`config.mk`:
```
export PLATFORM = sky130hd
export DESIGN_NAME = pc_sequencer
export DESIGN_NICKNAME = d
export VERILOG_FILES = /design/src/rtl/pc_seq_pkg.sv /design/src/rtl/flush_timer.sv /design/src/rtl/pc_sequencer.sv
export SDC_FILE = /design/constraint.sdc
export NUM_CORES = 1
export LEC_CHECK = 0
export ABC_AREA = 1
export BUFFER_PORTS_ARGS = -buffer_cell sky130_fd_sc_hd__buf_2
export CORE_UTILIZATION = 45
export CTS_CLUSTER_SIZE = 20
export DETAILED_ROUTE_END_ITERATION = 7
export HOLD_SLACK_MARGIN = 0.03
export PLACE_DENSITY = 0.76
export SLEW_MARGIN = 20
export SYNTH_ARGS = -nofsm -noshare
export SYNTH_HDL_FRONTEND = slang
export SYNTH_SLANG_ARGS = --single-unit
```
`constraint.sdc`:
```
create_clock -name clk -period 1.45 [get_ports clk]
set_input_delay 0.145 -clock clk [delete_from_list [all_inputs] [get_ports clk]]
set_output_delay 0.145 -clock clk [all_outputs]
set_load 0.1 [all_outputs]
```
`src/rtl/pc_seq_pkg.sv`:
```
// pc_seq_pkg: shared state encoding and constants for the PC sequencer
package pc_seq_pkg;
  typedef enum logic [1:0] {RUN, FLUSH, HALTED} pcseq_state_t;
  localparam int PC_STEP = 4;
  localparam int CNT_W = 16;
endpackage

```
`src/rtl/flush_timer.sv`:
```
// flush_timer: 3-bit loadable down-counter that runs to zero and stops
module flush_timer (
  input  logic       clk,
  input  logic       reset,
  input  logic       load,
  input  logic [2:0] load_val,
  output logic       busy,
  output logic       last
);
  logic [2:0] cnt_q, cnt_d;
  assign busy = |cnt_q;
  assign last = cnt_q == 3'd1;
  always_comb cnt_d = load ? load_val : (busy ? cnt_q - 3'd1 : cnt_q);
  always_ff @(posedge clk) begin
    if (reset) cnt_q <= '0;
    else cnt_q <= cnt_d;
  end
endmodule

```
`src/rtl/pc_sequencer.sv`:
```
// pc_sequencer: fetch PC controller with redirect flush, stall hold and halt/resume
module pc_sequencer
  import pc_seq_pkg::*;
#(
  parameter int PC_W      = 9,
  parameter int FLUSH_CYC = 2
) (
  input  logic             clk,
  input  logic             reset,
  input  logic             stall,
  input  logic             PcSel,
  input  logic [31:0]      BrPC,
  input  logic             flag_halt,
  input  logic             resume,
  output logic [PC_W-1:0]  PC,
  output logic             flush,
  output logic             halted,
  output logic             misalign,
  output logic             oor,
  output logic [CNT_W-1:0] redirect_cnt
);
  localparam logic [2:0] T_INIT = 3'(FLUSH_CYC - 1);
  localparam logic LONG_FLUSH = FLUSH_CYC > 1;
  pcseq_state_t state_q, state_d;
  logic [PC_W-1:0] pc_q, pc_d, pc_inc, target;
  logic [CNT_W-1:0] cnt_q, cnt_d;
  logic mis_q, mis_d, oor_q, oor_d;
  logic t_load, t_busy, t_last;
  assign pc_inc = pc_q + PC_W'(PC_STEP);
  assign target = {BrPC[PC_W-1:2], 2'b00};
  assign PC = pc_q;
  assign halted = state_q == HALTED;
  assign misalign = mis_q;
  assign oor = oor_q;
  assign redirect_cnt = cnt_q;
  flush_timer u_timer (
    .clk      (clk),
    .reset    (reset),
    .load     (t_load),
    .load_val (T_INIT),
    .busy     (t_busy),
    .last     (t_last)
  );
  // Redirect beats halt and stall; in FLUSH the squashed PcSel/flag_halt are ignored
  always_comb begin
    state_d = state_q;
    pc_d = pc_q;
    cnt_d = cnt_q;
    mis_d = mis_q;
    oor_d = oor_q;
    t_load = 1'b0;
    flush = 1'b0;
    unique case (state_q)
      RUN: begin
        if (PcSel) begin
          pc_d = target;
          flush = 1'b1;
          cnt_d = &cnt_q ? cnt_q : cnt_q + CNT_W'(1);
          mis_d = mis_q | (|BrPC[1:0]);
          oor_d = oor_q | (|BrPC[31:PC_W]);
          t_load = LONG_FLUSH;
          state_d = LONG_FLUSH ? FLUSH : RUN;
        end else if (flag_halt) state_d = HALTED;
        else if (!stall) pc_d = pc_inc;
      end
      FLUSH: begin
        flush = 1'b1;
        pc_d = stall ? pc_q : pc_inc;
        state_d = (t_last || !t_busy) ? RUN : FLUSH;
      end
      HALTED: state_d = resume ? RUN : HALTED;
      default: state_d = RUN;
    endcase
  end
  always_ff @(posedge clk) begin
    if (reset) begin
      state_q <= RUN;
      pc_q <= '0;
      cnt_q <= '0;
      mis_q <= 1'b0;
      oor_q <= 1'b0;
    end else begin
      state_q <= state_d;
      pc_q <= pc_d;
      cnt_q <= cnt_d;
      mis_q <= mis_d;
      oor_q <= oor_d;
    end
  end
endmodule

```
==> flow_metrics.py, run 1 <==
metrics = {
    "power": {
        "pwr-share-seq": 0.364,
        "clkPwrFrac": 0.287,
        "p_leak_nw": 1.26,
        "pwr-share-comb": 0.348,
        "cellInternalPower_mw": 1.55,
        "powerDensity_mw_per_mm2": 937,
        "netSwitchingPower_mw": 0.988,
        "p_sw_frac": 0.389,
        "ir_drop_uv": 560,
    },
    "sta": {
        "fmax_ghz": 0.675,
        "post-route-period-util": 1.02,
        "tns_ns": -0.200,
        "rsz0062_at_grt": "true",
        "final-setup-viol-count": 9,
        "finalClockSkew_ns": 0.00687,
        "drv_slew": 0,
        "finalHoldViolCount": 0,
        "period_minus_slack_ns": 1.48,
        "holdWs_ns": 0.0732,
        "worst_slack_ns": -0.0323,
    },
    "global_routing": {
        "track_usage": 0.228,
        "grt.overflow.total": 0,
        "grt_pass1_wl_mm": 7.89,
        "grt_max_degree": 21,
        "grt_pass1_vias": 1922,
        "antenna_found_initial": 0,
    },
    "worst_setup_path": {
        "endpoint_kind": "flop",
        "crit_path_frequent_cell": "nand2_4",
        "crit_path_start": "redirect_cnt[1]",
        "cpPeakStageDelay_ns": 0.38,
        "crit_path_end": "redirect_cnt[2]",
        "rr_worst_depth": 9,
        "crit_cells": 9,
        "crit_required_ns": 1.66,
        "start_kind": "flop",
        "crit_chain": "ha_4, nand2_4, nor2_4, nand2_4, nor2_4, nand2_4, nand2_4, nand2_4, a21oi_2",
        "reg2reg_from": "redirect_cnt[1]",
        "cp_top_family": "simple AND/OR/NAND/NOR gates",
        "cp_num_buf_inv": 0,
        "critPathKind": "reg -> reg",
        "crit_arrival_ns": 1.69,
        "r2r_end": "redirect_cnt[2]",
        "r2r_setup_slack_ns": -0.03,
        "cpMaxStageDelayCell": "dfxtp_4",
        "critical_path.max_fanout": 6,
    },
    "place": {
        "io_buffers": 64,
        "place_area_mm2": 0.00249,
        "dp_cells": 423,
        "hpwl_mm": 3.55,
        "gp_congestion": 0.847,
        "dp_worst_setup_slack_ns": -0.0808,
    },
    "floorplan": {
        "row_count": 23,
        "io_pins": 67,
        "dieHeight_um": 67.9,
        "chipWidth_um": 67.9,
        "start_util": 0.478,
        "die_area_mm2": 0.00461,
        "core-area_mm2": 0.00409,
    },
    "min_path": {
        "hold_path_class": "in -> reg",
        "worstHoldStart": "reset",
    },
    "drt": {
        "postRouteAntennaNets": 0,
        "wirelength_mm": 5.04,
        "via_count": 2180,
        "drc_errors": 0,
        "first_iter_violations": 70,
        "viasPerCell": 4.99,
        "wire_per_inst_um": 11.5,
        "drt_first_pass_iters": 4,
    },
    "logic_synthesis": {
        "syn_avg_cell_area_um2": 6.38,
        "seq_area_frac_synth": 0.307,
        "yosysWarnings": 0,
        "syn-cell-area_mm2": 0.00195,
        "ys_seq_elements": 30,
        "syn_inst": 306,
        "synth_edf_count": 0,
        "ys.flop_type": "dfxtp_1",
        "synthDistinctLibCells": 32,
        "async_flop_share": 0,
    },
    "outcome": {
        "violations": "negative setup slack",
        "status": "finished, violations left",
    },
    "clock_network": {
        "clock_sinks": 30,
        "clk_path_buf_depth": 2,
        "clk_latency_ns": 0.28,
        "tritoncts": "yes",
        "clk_pin_slew_worst_paths_ns": 0.06,
        "numCtsBuffers": 5,
        "cts_max_level": 2,
        "clockRootBuffer": "clkbuf_8",
        "cts_hold_buf": 0,
    },
    "layout": {
        "fin_cells": 437,
        "finalInstanceArea_mm2": 0.00271,
        "layout_commonest_cell": "nand2_1",
        "final_nets": 429,
        "drive_above_1_share": 0.401,
        "area_delta_synth_final_pct": 38.8,
        "fillers": 360,
        "diodes": 0,
        "final_cell_mix": "nand2_1 (71), buf_2 (62), nor2_1 (47), inv_1 (31), nand3_1 (19)",
    },
    "job": {
        "drv_cap": 0,
    },
}
[power by group through the flow]
stage / clock (mW) / sequential, mW / combinational [mW]
5_1_grt: 0.789 / 0.934 / 0.962
6_report: 0.730 / 0.926 / 0.885
3_5_place_dp: 0 / 0.945 / 0.841
2_1_floorplan: 0 / 1.19 / 0.409
4_1_cts: 0.757 / 0.926 / 0.859
3_3_place_gp: 0 / 0.941 / 0.827
[Yosys cell counts, types with 2 or more instances]
master	n	area [µm²]
o21ai_0	17	85.1
a211oi_1	2	15.0
xnor2_1	2	17.5
a21oi_2	10	87.6
inv_2	3	11.3
nor2_4	2	22.5
a21oi_1	12	60.1
nand3_1	20	100
dfxtp_1	30	601
nand2_1	83	312
inv_1	33	124
xor2_1	2	17.5
nand4_1	8	50.1
nor2_1	50	188
nand2_4	2	22.5
ha_1	5	62.6
nand2_2	6	37.5
nor3_1	2	10.0
nor2_2	2	12.5
nand3b_1	2	15.0
buf_4	2	15.0
[worst min path at each step]
stage                           to  depth (start not counted)  slack (ns)
after floorplan              PC[4]                          1        0.21
after global placement    misalign                          2        0.37
after detailed placement  misalign                          2        0.37
after CTS                 misalign                          2        0.07
after global routing      misalign                          2        0.08
final                     misalign                          2        0.07
[flip-flops by register name (all words and copies together) (netlist names)]
register,cells
PC,7
misalign,1
oor,1
redirect_cnt,16
state_q,2
u_timer.cnt_q,3
[logic make-up after synthesis]
| kind of cell | share of synthesized area |
|---|---|
| AND/OR/NAND/NOR | 0.400 |
| AO/OA/AOI/OAI | 0.138 |
| buffers and inverters | 0.102 |
| flip-flops | 0.307 |
| adder cells (fa/ha/maj) | 0.0320 |
| XOR/XNOR | 0.0179 |
| other | 0.00192 |
[stage by stage]
step | utilization | power [mW]
2_1_floorplan | - | 1.60
3_3_place_gp | 0.609 | 1.77
3_5_place_dp | 0.609 | 1.79
4_1_cts | 0.642 | 2.54
5_1_grt | 0.663 | 2.68
6_report | 0.663 | 2.54
[metal layers]
layer  track usage  up-vias  share of wire
met3        0.0517       10          0.059
met5             0        -              0
li1              -     1135              -
met1         0.257      964           0.45
met2         0.410       71           0.47
met4        0.0964        0          0.018
[layout make-up]
type	instances	area, µm²	share of cell area
multi-input combinational	235	1280	0.473
sequential	30	668	0.247
inverter	36	135	0.0499
clock buffer	7	96.3	0.0355
tap	50	62.6	0.0231
clock inverter	1	3.75	0.00139
timing repair buffer	78	463	0.171
[what timing repair did]
item                       4_1_cts  5_1_grt
cloned                           0        1
setup endpoints to repair       14       23
resized for setup                4       17
pin swaps                        0       10
setup buffers                    2        3
Power figures use the tool's default switching activity.
==> inputs of run 2 (changes only) <==
- CORE_ASPECT_RATIO: unset -> 1.75
- PLACE_DENSITY: 0.76 -> 0.77
==> run 2 against run 1 <==
The flow now finishes without violations; clock skew increased by 0.0017 ns; global-route usage increased by 1.0 points; die area increased by 0.22%; worst setup slack improved by 0.049 ns; via count increased by 3.5%; cell area about the same; clock power decreased by 13%; routed wire length increased by 3.4%; largest power group unchanged; combinational power increased by 1%.
==> flow_metrics.py, run 2 (synthesis gave the netlist of run 1 again) <==
metrics = {
    "outcome": {
        "status": "complete, no violations",
    },
    "floorplan": {
        "start_util": 0.471,
        "die_area_mm2": 0.00462,
        "io_pins": 67,
        "row_count": 31,
        "core-area_mm2": 0.00415,
        "chipWidth_um": 51.8,
        "dieHeight_um": 89.2,
    },
    "min_path": {
        "hold_depth": 3,
        "worstHoldStart": "BrPC[2]",
        "hold_path_class": "in -> reg",
    },
    "layout": {
        "multi_input_area_mm2": 0.00127,
        "final_cell_mix": "nand2_1 (72), buf_2 (62), nor2_1 (46), inv_1 (32), buf_4 (19)",
        "fin_cells": 441,
        "finalInstanceArea_mm2": 0.00271,
        "layout_commonest_cell": "nand2_1",
        "diodes": 0,
        "largest_reg_flops": 16,
        "fillers": 379,
        "final_nets": 434,
        "seqCellArea_um2": 668,
        "drive_above_1_share": 0.411,
        "area_delta_synth_final_pct": 38.9,
    },
    "sta": {
        "rsz0062_at_grt": "true",
        "period_minus_slack_ns": 1.43,
        "final-setup-viol-count": 0,
        "worst_slack_ns": 0.0169,
        "tns_ns": 0,
        "finalHoldViolCount": 0,
        "fmax_ghz": 0.698,
        "finalClockSkew_ns": 0.00854,
        "drv_slew": 0,
        "post-route-period-util": 0.988,
    },
    "worst_setup_path": {
        "crit_chain": "ha_4, nand2_2, nor2_4, nand2_4, nor2_4, nand2_4, buf_8, nand3_2, nand2_1, inv_1, nor2_1",
        "crit_required_ns": 1.63,
        "endpoint_kind": "flop",
        "rr_worst_depth": 11,
        "critical_path.max_fanout": 8,
        "critPathKind": "reg -> reg",
        "reg2reg_from": "redirect_cnt[0]",
        "cpMaxStageDelayCell": "dfxtp_4",
        "start_kind": "flop",
        "crit_path_start": "redirect_cnt[0]",
        "cpPeakStageDelay_ns": 0.36,
        "crit_arrival_ns": 1.61,
    },
    "global_routing": {
        "grt_max_degree": 17,
        "track_usage": 0.239,
        "antenna_found_initial": 0,
        "grt_pass1_wl_mm": 8.25,
        "grt.overflow.total": 0,
        "grt_pass1_vias": 2183,
    },
    "clock_network": {
        "clk_pin_slew_worst_paths_ns": 0.07,
        "tritoncts": "yes",
        "numCtsBuffers": 5,
        "clk_path_buf_depth": 2,
        "cts_max_level": 2,
        "clock_sinks": 30,
        "clockRootBuffer": "clkbuf_8",
        "cts_hold_buf": 0,
        "clk_latency_ns": 0.28,
    },
    "power": {
        "netSwitchingPower_mw": 0.988,
        "pwr-share-seq": 0.376,
        "ir_drop_uv": 642,
        "cellInternalPower_mw": 1.47,
        "p_sw_frac": 0.403,
        "powerDensity_mw_per_mm2": 905,
        "total_power_mw": 2.45,
        "clkPwrFrac": 0.258,
        "p_leak_nw": 1.25,
        "pwr-share-comb": 0.366,
    },
    "place": {
        "gp_congestion": 0.847,
        "hpwl_mm": 3.96,
        "place_area_mm2": 0.00252,
        "io_buffers": 64,
        "dp_cells": 428,
        "dp_worst_setup_slack_ns": -0.0555,
    },
    "drt": {
        "wire_per_inst_um": 11.8,
        "via_count": 2256,
        "drt_first_pass_iters": 4,
        "drc_errors": 0,
        "postRouteAntennaNets": 0,
        "first_iter_violations": 56,
        "viasPerCell": 5.12,
        "wirelength_mm": 5.21,
    },
    "job": {
        "drv_cap": 0,
    },
}
-- run 2: cell count changes in the layout (fill, tap and decap cells not counted), moves of 2 or more --
cell      delta
buf_4        +8
buf_6        -2
clkbuf_8     -2
clkinv_2     +2
nand2_2      +2
nand2_4      -4
nand3_1      -2
nand3_2      +2
-- run 2: final timing paths --
kind / to / slack [ns]
worst min-delay path: PC[2] / 0.12
worst max-delay path: redirect_cnt[10] / 0.02
worst max register to register: redirect_cnt[10] / 0.02
worst min register to register: misalign / 0.44
-- run 2: metrics by stage --
step                hold WS, ns  utilization
finish                    0.120        0.654
global route              0.126        0.654
CTS                       0.115        0.636
detailed placement        0.411        0.607
global placement          0.381        0.607
floorplan                 0.214            -
-- run 2: worst max-delay path: cells and delay by family, from the launching register on --
kind | cells | cell delay [ns]
flip-flops | 1 | 0.36
adder cells (fa/ha/maj) | 1 | 0.14
AND/OR/NAND/NOR | 8 | 0.63
buffers and inverters | 2 | 0.20
-- run 2: layout make-up --
class,instances,area share
clock buffer,6,0.0268
multi-input combinational,234,0.468
clock inverter,2,0.00369
tap,49,0.0226
timing repair buffer,84,0.183
sequential,30,0.246
inverter,36,0.0498
-- run 2: per-layer routing --
layer  vias to the layer above  track usage  wire [µm]
li1                       1147            -          -
met1                      1005        0.192       1820
met2                        88        0.492       2920
met3                        16       0.0442        286
met4                         0        0.150        185
met5                         -            0          0
-- run 2: repair_timing --
item / 4_1_cts / 5_1_grt
setup buffers: 3 / 2
setup endpoints to repair: 9 / 21
resized for setup: 3 / 17
pin swaps: 0 / 3
-- run 2: power groups by stage --
stage / Clock [mW] / Sequential, mW / Combinational, mW
CTS: 0.656 / 0.921 / 0.881
floorplan: 0 / 1.19 / 0.409
global placement: 0 / 0.937 / 0.846
finish: 0.634 / 0.922 / 0.898
detailed placement: 0 / 0.940 / 0.860
global route: 0.700 / 0.928 / 0.983
==> inputs of run 3 (changes only) <==
- CORE_UTILIZATION: 45 -> 50
- PLACE_DENSITY: 0.77 -> 0.8
- clock period: 1.45 -> 1.52 ns (I/O delays scaled with it)
==> run 3 against run 2 <==
Die area decreased by 9.7%; global-route usage increased by 2.2 points; hold slack got worse by 0.018 ns; first-iteration DRC count increased by 11%; combinational power decreased by 7.5%; clock power decreased by 2%; critical path depth decreased by 4; sequential power decreased by 4.1%; cell count decreased by 2.3%; register-to-register slack improved by 0.06 ns; worst setup slack improved by 0.047 ns; non-clock buffer count decreased by 7; critical path type is now reg -> out; critical endpoint is now flush; largest cell class unchanged; largest power group unchanged.
==> flow_metrics.py, run 3 (synthesis gave the netlist of run 1 again) <==
metrics = {
    "power": {
        "ir_drop_uv": 919,
        "powerDensity_mw_per_mm2": 889,
        "p_leak_nw": 1.23,
    },
    "sta": {
        "fmax_ghz": 0.687,
        "holdWs_ns": 0.102,
        "finalClockSkew_ns": 0.00610,
        "drv_slew": 0,
        "period_minus_slack_ns": 1.46,
        "finalHoldViolCount": 0,
        "worst_slack_ns": 0.0638,
        "final-setup-viol-count": 0,
        "post-route-period-util": 0.958,
    },
    "min_path": {
        "worstHoldStart": "BrPC[2]",
        "hold_path_class": "in -> reg",
        "min_to": "PC[2]",
        "hold_depth": 3,
    },
    "place": {
        "dp_worst_setup_slack_ns": 0.0416,
        "io_buffers": 64,
        "hpwl_mm": 3.81,
        "dp_cells": 418,
        "gp_congestion": 0.866,
    },
    "worst_setup_path": {
        "start_kind": "flop",
        "critPathKind": "reg -> out",
        "r2r_setup_slack_ns": 0.08,
        "crit_arrival_ns": 1.30,
        "rr_worst_depth": 9,
        "endpoint_kind": "primary output",
        "r2r_end": "redirect_cnt[9]",
        "reg2reg_from": "redirect_cnt[1]",
        "crit_required_ns": 1.37,
        "critical_path.max_fanout": 4,
    },
    "floorplan": {
        "io_pins": 67,
        "start_util": 0.533,
        "die_area_mm2": 0.00417,
        "row_count": 29,
        "chipWidth_um": 49.2,
        "core-area_mm2": 0.00366,
        "dieHeight_um": 84.7,
    },
    "layout": {
        "diodes": 0,
        "final_cell_mix": "nand2_1 (73), buf_2 (63), nor2_1 (47), inv_1 (32), nand3_1 (19)",
        "finalCoreUtilization": 0.718,
        "final_nets": 427,
        "fin_cells": 431,
        "layout_commonest_cell": "nand2_1",
        "area_delta_synth_final_pct": 34.7,
        "largest_reg_flops": 16,
        "drive_above_1_share": 0.384,
    },
    "drt": {
        "via_count": 2222,
        "drt_first_pass_iters": 4,
        "wirelength_mm": 5.11,
        "first_iter_violations": 62,
        "viasPerCell": 5.16,
        "wire_per_inst_um": 11.9,
        "postRouteAntennaNets": 0,
        "drc_errors": 0,
    },
    "clock_network": {
        "tritoncts": "yes",
        "cts_hold_buf": 0,
        "clk_path_buf_depth": 2,
        "clk_latency_ns": 0.29,
        "clk_pin_slew_worst_paths_ns": 0.07,
        "clockRootBuffer": "clkbuf_8",
        "numCtsBuffers": 5,
        "clock_sinks": 30,
        "cts_max_level": 2,
    },
    "job": {
        "drv_cap": 0,
    },
    "global_routing": {
        "grt_pass1_vias": 2098,
        "antenna_found_initial": 0,
        "grt_max_degree": 18,
        "track_usage": 0.260,
        "grt.overflow.total": 0,
        "grt_pass1_wl_mm": 8.43,
    },
    "outcome": {
        "status": "complete, no violations",
    },
}
==> run 3: cell types whose count changed in the layout (fill, tap and decap cells not counted), moves of 2 or more <==
cell     before  now
buf_4        19   11
nand3_1      17   19
buf_6         0    2
nand2_2      12   10
nand3_2       3    1
==> run 3: what timing repair did <==
item,4_1_cts,5_1_grt
buffers inserted,2,3
gates resized for setup,4,12
pin swaps,1,7
setup endpoints to repair,1,21
==> run 3: layout make-up <==
type	count	area, µm²
multi-input cells	234	1250
clock buffers	6	72.6
fillers	349	1030
clock inverters	2	10.0
flip-flops and latches	30	664
well taps	46	57.6
repair buffers	77	440
inverters	36	135
==> run 3: where the power goes <==
group	switching (mW)	internal, mW
Clock	0.307	0.317
Combinational	0.596	0.235
Sequential	0.0508	0.833
==> run 3: metal layers <==
metal	up-vias	global-route usage	wire, µm
met3	14	0.0380	164
met5	-	0	0
met1	1022	0.244	1920
li1	1133	-	-
met2	53	0.511	2860
met4	0	0.144	170
==> run 3: how the worst max path moves through the flow <==
| stage | start | to |
|---|---|---|
| global route | redirect_cnt[0] | redirect_cnt[9] |
| CTS | state_q[0] | flush |
| detailed placement | redirect_cnt[0] | redirect_cnt[14] |
| floorplan | redirect_cnt[0] | redirect_cnt[13] |
| finish | state_q[0] | flush |
| global placement | redirect_cnt[0] | redirect_cnt[14] |
==> run 3: critical path, cell delays in order, from the launching register on <==
cell,delay [ns]
dfxtp_2,0.33
inv_2,0.07
nand2_2,0.07
nor2_4,0.13
inv_2,0.07
buf_6,0.13
nand2_4,0.06
buf_12,0.17
==> run 3: through the flow <==
stage               cell area [µm²]  total power, mW  setup TNS [ns]
finish                         2630             2.34               0
CTS                            2560             2.34               0
detailed placement             2450             1.70               0
global route                   2630             2.46         -0.0801
floorplan                      2060             1.52           -1.22
global placement               2450             1.68               0
